File: src/rtl/updown_counter.sv
// WIDTH-bit up/down counter with programmable modulus, wrap/saturate mode,
// synchronous load/clear, terminal-count pulse and sticky overflow flag.
module updown_counter #(
  parameter int unsigned WIDTH    = 8,
  parameter int unsigned MAX_VAL  = (2 ** WIDTH) - 1,
  parameter bit          SATURATE = 1'b0
) (
  input  logic             clk,
  input  logic             rst,
  input  logic             clr,
  input  logic             load,
  input  logic [WIDTH-1:0] load_val,
  input  logic             en,
  input  logic             up,
  input  logic             ovf_clr,
  output logic [WIDTH-1:0] count,
  output logic             tc,
  output logic             ovf
);

  localparam logic [WIDTH-1:0] LP_MAX  = WIDTH'(MAX_VAL);
  localparam logic [WIDTH-1:0] LP_ZERO = '0;
  localparam logic [WIDTH-1:0] LP_ONE  = WIDTH'(1);

  logic [WIDTH-1:0] r_count;
  logic             r_tc;
  logic             r_ovf;

  logic [WIDTH-1:0] w_count_nxt;
  logic             w_event;
  logic             w_ovf_nxt;
  logic [WIDTH-1:0] w_load_clamped;

  assign w_load_clamped = (load_val > LP_MAX) ? LP_MAX : load_val;

  // Next-state: clr > load > en; a boundary event only happens on an enabled count.
  always_comb begin
    w_count_nxt = r_count;
    w_event     = 1'b0;
    w_ovf_nxt   = ovf_clr ? 1'b0 : r_ovf;
    if (clr) begin
      w_count_nxt = LP_ZERO;
      w_ovf_nxt   = 1'b0;
    end else if (load) begin
      w_count_nxt = w_load_clamped;
    end else if (en) begin
      if (up) begin
        if (r_count == LP_MAX) begin
          w_event     = 1'b1;
          w_count_nxt = SATURATE ? LP_MAX : LP_ZERO;
        end else begin
          w_count_nxt = r_count + LP_ONE;
        end
      end else begin
        if (r_count == LP_ZERO) begin
          w_event     = 1'b1;
          w_count_nxt = SATURATE ? LP_ZERO : LP_MAX;
        end else begin
          w_count_nxt = r_count - LP_ONE;
        end
      end
      if (w_event) begin
        w_ovf_nxt = 1'b1;
      end
    end
  end

  always_ff @(posedge clk or posedge rst) begin
    if (rst) begin
      r_count <= LP_ZERO;
      r_tc    <= 1'b0;
      r_ovf   <= 1'b0;
    end else begin
      r_count <= w_count_nxt;
      r_tc    <= w_event;
      r_ovf   <= w_ovf_nxt;
    end
  end

  assign count = r_count;
  assign tc    = r_tc;
  assign ovf   = r_ovf;

endmodule

File: config.mk
export PLATFORM = sky130hd
export DESIGN_NAME = updown_counter
export DESIGN_NICKNAME = d
export VERILOG_FILES = /design/src/rtl/updown_counter.sv
export SDC_FILE = /design/constraint.sdc
export NUM_CORES = 1
export LEC_CHECK = 0
export ABC_AREA = 1
export CORE_MARGIN = 5
export CORE_UTILIZATION = 53
export DETAILED_ROUTE_END_ITERATION = 7
export PLACE_DENSITY = 0.82
export SLEW_MARGIN = 15
export SYNTH_ARGS = -nofsm -noshare
export SYNTH_HDL_FRONTEND = slang
export SYNTH_SLANG_ARGS = --single-unit
export TNS_END_PERCENT = 1
File: constraint.sdc
create_clock -name clk -period 3.1 [get_ports clk]
set_input_delay 0.62 -clock clk [delete_from_list [all_inputs] [get_ports clk]]
set_output_delay 0.62 -clock clk [all_outputs]
set_load 0.005 [all_outputs]
==> reports/results.ini <==
[die]
die_area_um2=2900
io_pins=25
coreArea_um2=1780
start_util_pct=57.3
rows=15
die_x_um=53.9
fp.dieH_um=53.9

[route]
drc=0
avgViaCountPerCell=5.05
drt_wl_total_um=2410
first_iter_violations=28
firstDrtPassIters=4
ant_nets=0
via_count=1075
avgRoutedWirePerCell_um=11.3

[clock_network]
post_cts_resized=0
cts_tree=yes
cts_made_buffers=3
clock_latency_ns=0.27
postCtsSetupBuffers=0
ctsHoldBuffers=0
cts.sinks=10
clk_pin_slew_ns=0.07
clockBufferDepth=2
htreeDepth=1
cts_root_buf=clkbuf_4

[sta]
setup_viol=0
period_share_pct=65.4
finalHoldViolCount=0
worst_slew_pin_slew_ns=0.420
clock.fmax_mhz=494
holdWs_ns=0.533
clock-skew-final_ns=0.00553
finalCriticalPeriod_ns=2.03
tns_ns=0
maxSlewViolCount=0
slew_headroom_pct=71.9
rsz0062_at_grt=false

[yosys]
synth_seq_area_share_pct=24.5
ys.warnings.count=0
synth-adder-area-share_pct=3.68
synth.area.mux_share_pct=0
synth-xor-area-share_pct=1.72
synth_top_family_by_area=simple AND/OR/NAND/NOR gates
synth_most_common_cell=nand2_1
yosys.area.top_type=nand2_1
synthCells=166
netlist_area_um2=1020
syn_avg_cell_area_um2=6.15
synth_top_area_share_pct=25.0
synthTopCellsByArea=nand2_1, dfrtp_1, nand3_1
yosys_most_used_dff=dfrtp_1
ys_seq_elements=10
async_flop_share_pct=100
ys_types=22
synth_nets=184
synth-simple-area-share_pct=49.9
synth_common_cells=nand2_1, nand3_1, inv_1
synth_enable_flop_cells=0
synth_compound_area_share_pct=9.07

[grt]
grtUsageTotal_pct=19.7
antenna_found_initial=0
overflow=0
grt_pass1_vias=944
grt_max_degree=12
grt_pass1_wl_um=4170

[final_layout]
fin_nets=208
fillers=157
multi_input_area_um2=657
drive_gt1_share_pct=13.3
antenna_cells=0
final_cell_area_um2=1270
syn_to_final_growth_pct=24.3
fin_util_pct=71.2
regArea_um2=250

[placement]
place.gp.congestion=0.924
dp_hpwl_um=1940
dpl_cell_area_um2=1250
port_buffers=24

[job]
maxCapViolCount=0

[critical_path]
endpoint_kind=primary output
crit_path_max_fanout=9
cp_slowest_stage_delay_ns=0.58
cp-start-kind=register
path_buf_inv=1
crit_type=reg2out
required_ns=2.48
cpMaxStageDelayCell=clkdlybuf4s50_1
critPathTopFamily=buffers and inverters
cp_data_arrival_time_ns=1.41
worstPathCellList=clkdlybuf4s50_1

[power_and_ir_drop]
irDropWorstVdd_uv=251
report.power.total_uw=421
p_leak_uw=0.000645
p_per_area_nw_per_um2=332

[hold_path]
holdCritPathClass=reg2reg

[status]
status=finished, final reports clean

==> per-layer routing <==
layer / vias up / global-route usage (%) / routed length [um]
li1: 565 / - / -
met1: 470 / 26.4 / 1130
met2: 35 / 31.3 / 1090
met3: 5 / 2.49 / 152
met4: 0 / 9.36 / 44
met5: - / 0 / 0
==> cell families after synthesis <==
family          Yosys count
flops                    10
xor+xnor                  2
buf+inv                  23
fa+ha+maj                 3
compound gates           15
simple gates            113
==> placed cells by master (no fill, tap or decap) <==
cell              n
nor2_4            2
inv_1            15
o2111ai_1         1
o21ai_2           3
o21ai_0           4
nand2_1          68
dfrtp_1          10
a21oi_1           2
o21ai_1           4
nand3_2           3
ha_1              3
clkbuf_4          3
nand3_1          18
nor2_1           10
o21bai_1          1
clkdlybuf4s50_1  24
nor3_1            1
xor2_1            2
inv_2             3
nor2_2            7
nand2_2           4
==> worst paths after layout <==
check                      startpoint  endpoint  slack [ns]  cells past startpoint
setup reg to reg             count[0]  count[6]        1.46                     11
hold / removal                    ovf       ovf        0.53                      2
min in group asynchronous         rst        tc        0.63                      2
hold reg to reg                   ovf       ovf        0.53                      2
max in group asynchronous         rst  count[4]        2.18                      2
setup / recovery             count[2]  count[2]        1.07                      1
==> flip-flops by register name, indices dropped and copies added, names as in the netlist <==
| signal | count |
|---|---|
| tc | 1 |
| ovf | 1 |
| count | 8 |
==> cell type report <==
cell class,instances,share of cell area [%]
Multi-Input combinational cell,133,51.8
Clock buffer,3,1.78
Timing Repair Buffer,24,18.9
Inverter,18,5.33
Sequential cell,10,19.7
Tap cell,25,2.47
==> power by group <==
part           total [uW]  leakage (uW)  internal [uW]  switching (uW)
Combinational         167      0.000499           76.0            90.8
Sequential            162      0.000132            140            22.0
Clock                92.5     0.0000138           45.0            47.5
==> through the flow <==
stage               instances  worst slack (ns)
detailed placement        210              1.09
CTS                       213              1.08
floorplan                 166              1.66
finish                    213              1.07
global placement          210              1.10
global route              213              1.04
(Power assumes the default switching activity.)
